`src/rtl/imem_arbiter.sv`:
```
// imem_arbiter: shares one instruction memory between a fetch port and a loader port,
// with round-robin arbitration, bounded loader lock bursts and range checking.
module imem_arbiter #(
    parameter int DEPTH     = 256,
    parameter int MAX_BURST = 16
) (
    input  logic        clk,
    input  logic        reset,
    input  logic        f_req,
    input  logic [15:0] f_addr,
    output logic        f_gnt,
    output logic        f_rvalid,
    output logic [31:0] f_rdata,
    output logic        f_err,
    input  logic        l_req,
    input  logic        l_we,
    input  logic        l_lock,
    input  logic [15:0] l_addr,
    input  logic [31:0] l_wdata,
    output logic        l_gnt,
    output logic        l_rvalid,
    output logic [31:0] l_rdata,
    output logic        l_err,
    output logic        m_write,
    output logic [15:0] m_addr,
    output logic [31:0] m_datain,
    input  logic [31:0] m_dataout
);
    localparam int CW = $clog2(MAX_BURST + 1);
    typedef enum logic [1:0] {IDLE, RESP_F, RESP_L} state_t;
    state_t         state_q, state_d;
    logic           last_l_q, last_l_d;
    logic           locked_q, locked_d;
    logic [CW-1:0]  lock_cnt_q, lock_cnt_d;
    logic           resp_err_q, resp_err_d;
    logic           resp_write_q, resp_write_d;
    logic           f_oor, l_oor, at_max, l_win;
    always_comb begin
        f_oor        = 32'(f_addr) >= 32'(DEPTH);
        l_oor        = 32'(l_addr) >= 32'(DEPTH);
        at_max       = lock_cnt_q == CW'(MAX_BURST);
        // loader wins when alone, when its lock still holds, or when it is fetch's turn to wait
        l_win        = l_req && (!f_req || (locked_q && !at_max) || !last_l_q);
        l_gnt        = !reset && l_win;
        f_gnt        = !reset && f_req && !l_win;
        m_write      = l_gnt && l_we && !l_oor;
        m_addr       = (f_gnt && !f_oor) ? f_addr : (l_gnt && !l_oor) ? l_addr : '0;
        m_datain     = m_write ? l_wdata : '0;
        state_d      = f_gnt ? RESP_F : l_gnt ? RESP_L : IDLE;
        last_l_d     = f_gnt ? 1'b0 : l_gnt ? 1'b1 : last_l_q;
        locked_d     = l_gnt && l_lock;
        resp_err_d   = f_gnt ? f_oor : (l_gnt && l_oor);
        resp_write_d = l_gnt && l_we;
        lock_cnt_d   = (f_gnt || (l_gnt && !l_lock)) ? '0 :
                       (l_gnt && f_req && !at_max) ? lock_cnt_q + 1'b1 : lock_cnt_q;
        f_rvalid     = state_q == RESP_F;
        f_err        = f_rvalid && resp_err_q;
        f_rdata      = (f_rvalid && !resp_err_q) ? m_dataout : '0;
        l_rvalid     = state_q == RESP_L;
        l_err        = l_rvalid && resp_err_q;
        l_rdata      = (l_rvalid && !resp_err_q && !resp_write_q) ? m_dataout : '0;
    end
    always_ff @(posedge clk or posedge reset) begin
        if (reset) begin
            state_q      <= IDLE;
            last_l_q     <= 1'b1;
            locked_q     <= 1'b0;
            lock_cnt_q   <= '0;
            resp_err_q   <= 1'b0;
            resp_write_q <= 1'b0;
        end else begin
            state_q      <= state_d;
            last_l_q     <= last_l_d;
            locked_q     <= locked_d;
            lock_cnt_q   <= lock_cnt_d;
            resp_err_q   <= resp_err_d;
            resp_write_q <= resp_write_d;
        end
    end
endmodule
```
`config.mk`:
```
export PLATFORM = sky130hd
export DESIGN_NAME = imem_arbiter
export DESIGN_NICKNAME = d
export VERILOG_FILES = /design/src/rtl/imem_arbiter.sv
export SDC_FILE = /design/constraint.sdc
export NUM_CORES = 1
export LEC_CHECK = 0
export ABC_AREA = 1
export ABC_CLOCK_PERIOD_IN_PS = 3400
export CORE_AREA = 10 10 78 80
export DETAILED_ROUTE_END_ITERATION = 10
export DIE_AREA = 0 0 88 90
export DONT_BUFFER_PORTS = 1
export PLACE_DENSITY_LB_ADDON = 0.1
export SKIP_LAST_GASP = 1
export SYNTH_ARGS = -nofsm -noshare
export SYNTH_HDL_FRONTEND = slang
export SYNTH_SLANG_ARGS = --single-unit
```
`constraint.sdc`:
```
create_clock -name clk -period 3.4 [get_ports clk]
set_input_delay 0.68 -clock clk [delete_from_list [all_inputs] [get_ports clk]]
set_output_delay 0.68 -clock clk [all_outputs]
set_load 0.03 [all_outputs]
```
==> impl_metrics.tcl <==
set metrics [dict create \
    run_status "finished, final reports clean" \
    cts-root-buf "clkbuf_8" \
    min_period_over_period 0.8294 \
    hold_slack_ns 0.3232 \
    worst_slew_pin_slew_ns 1.077 \
    cts.sink_count 11 \
    synth_area_sq_um 1567 \
    r2r-start "lock_cnt_q[0]" \
    via_per_inst 4.429 \
    reg2reg_to "lock_cnt_q[0]" \
    yosys-top-cells-area "nor2_1, inv_1, dfrtp_1" \
    post-dp-hpwl_microns 6576 \
    yosysSeqAreaShare 0.1765 \
    yosys.cell_count.top_type "nor2_1" \
    synth_top_flop_cell "dfrtp_1" \
    critPathKind "reg -> out" \
    drive_above_1_share 0.2997 \
    clk_latency_ns 0.23 \
    drt-total-wl_microns 7408 \
    cts_hold_buf 0 \
    die-height_microns 90 \
    fill_cells 477 \
    grt_pass1_vias 1962 \
    worst_ep_arrival_time_ns 2.14 \
    worst-r2r-setup-slack_ns 1.72 \
    core_sq_um 4598 \
    path_buf_inv 2 \
    ys_types 24 \
    critPathMaxFanout 33 \
    yosysTopAreaCell "nor2_1" \
    maxSlewViolCount 0 \
    num_rows 25 \
    ys_warn_count 0 \
    start_kind "flip-flop" \
    ir_worst_vdd_v 0.0001719 \
    slowest_delay_ns 0.44 \
    synth.avg_cell_area_sq_um 5.187 \
    dpl.cell_count 437 \
    max_cap_violations 0 \
    cts_buffer_depth 2 \
    yosysTopAreaCellShare 0.2516 \
    antenna_cells 0 \
    grt_pass1_wl_microns 10640 \
    grt_usage 0.1641 \
    synth_common_cells "nor2_1, inv_1, nand2_1, nor2_2" \
    utilization 0.4942 \
    clock.fmax_ghz 0.3546 \
    ys_seq_elements 11 \
    met3_length_microns 829 \
    path_cells "inv_1, ha_1, nand2_1, inv_1, nand2_1, nand2_2, nand2_4, nand2_4, nor2_4, nand3_4, nor2_2" \
    leakagePower_nw 1.539 \
    start_util 0.3407 \
    cts.reportedPaths.clkPinSlew_ns 0.05 \
    hp-class "in -> async" \
    async_flop_share 1.000 \
    antenna_found_initial 0 \
    die_area_sq_um 7920 \
    drtIter0Drc 68 \
    overflow 0 \
    globalplace.congestion 0.8095 \
    rsz0062_at_grt "false" \
    top_layer "met4" \
    grt_max_degree 34 \
    critical-path-top-delay-family "simple AND/OR/NAND/NOR gates" \
    port_buffers 0 \
    cts_buffers 3 \
    ctsResizeCount 0 \
    syn_inst 302 \
    power_density_nw_per_um2 215.0 \
    wl_met2_microns 3831 \
    endpoint_kind "output port" \
    crit_required_ns 2.72 \
    first_pass_iters 4 \
    cts_tree "built" \
    synth_edf_count 0 \
    ant_nets 0 \
    cts_setup_buffers 0 \
    min_period_ns 2.820 \
    ioPinCount 221 \
    final_cells 441 \
    die_x_microns 88 \
    slew_headroom 0.2767 \
    wl_met1_microns 2619 \
    startpoint "lock_cnt_q[0]" \
    tns_ns 0 \
    reg2reg_depth 11 \
    nNetsFinal 492 \
    drc 0 \
    vias 1953 \
    final_hold_viol_count 0 \
    synthToLayoutAreaGrowth_pct 45.05 \
    finalClockSkew_ns 0.0007420 \
    wl_per_cell_microns 16.80 \
    critPathSlowestCell "nor2_2" \
    setup-violations-final 0 \
    h-tree-depth 1 \
]
==> power breakdown <==
group	total (mW)	switching, mW	internal [mW]
Combinational	0.214	0.152	0.0617
Sequential	0.148	0.00629	0.142
Clock	0.127	0.0448	0.0820
Total	0.489	0.203	0.286
==> registers in the layout, summed over array words and instances, names as in the netlist <==
name,count
last_l_q,1
lock_cnt_q,5
locked_q,1
resp_err_q,1
resp_write_q,1
state_q,2
==> area by class of cell <==
| class | count | area [sq um] | area share |
|---|---|---|---|
| repair buffers | 92 | 690.7 | 0.3040 |
| well taps | 54 | 67.56 | 0.02974 |
| clock buffers | 4 | 45.04 | 0.01982 |
| inverters | 84 | 315.3 | 0.1388 |
| multi-input cells | 196 | 877.1 | 0.3860 |
| flip-flops and latches | 11 | 276.5 | 0.1217 |
==> cell usage in the layout, fill, tap and decap left out, drive strengths merged <==
cell type  count
a21oi          3
and3           1
buf           92
clkbuf         4
clkinv         1
conb           8
dfrtp         10
dfstp          1
ha             2
inv           83
nand2         41
nand3         11
nand4          8
nor2         118
nor3           3
o22ai          1
==> worst reg2reg max path, stage by stage (launching register included) <==
cell,delay [ns]
dfrtp_1,0.36
inv_1,0.08
ha_1,0.19
nand2_1,0.06
inv_1,0.05
nand2_1,0.07
nand2_2,0.07
a21oi_1,0.40
nand2_1,0.13
nand2_1,0.08
nand2_1,0.04
nor2_1,0.08
==> metrics by stage <==
step                area, sq um  power (mW)  setup slack, ns
finish                     2272      0.4886           0.5801
detailed placement         2227      0.3650           0.8163
CTS                        2272      0.4969           0.5764
floorplan                  1593      0.3072           0.9914
global route               2272      0.5249           0.3721
global placement           2227      0.3632           0.8866
==> cells by family (layout without fill, tap and decap cells) <==
kind of cell / Yosys count / count (layout) / share of synthesized area
AND/OR/NAND/NOR: 182 / 182 / 0.5088
AO/OA/AOI/OAI: 4 / 4 / 0.01598
adder cells (fa/ha/maj): 2 / 2 / 0.01597
flip-flops: 11 / 11 / 0.1765
other: 1 / 8 / 0.002394
buffers and inverters: 102 / 180 / 0.2803
==> how the worst max path moves through the flow <==
stage                               to  cells after the start
after detailed placement   m_datain[3]                     11
after floorplan              m_addr[0]                      7
final                      m_datain[3]                     11
after global placement    m_datain[11]                     11
after CTS                  m_datain[3]                     11
after global routing      m_datain[31]                     12
==> routing by layer <==
metal / vias to the layer above / global-route usage
met1: 819 / 0.1611
met3: 8 / 0.05235
met5: - / 0
li1: 1007 / -
met4: 0 / 0.04654
met2: 119 / 0.3107
Power figures use the tool's default switching activity.
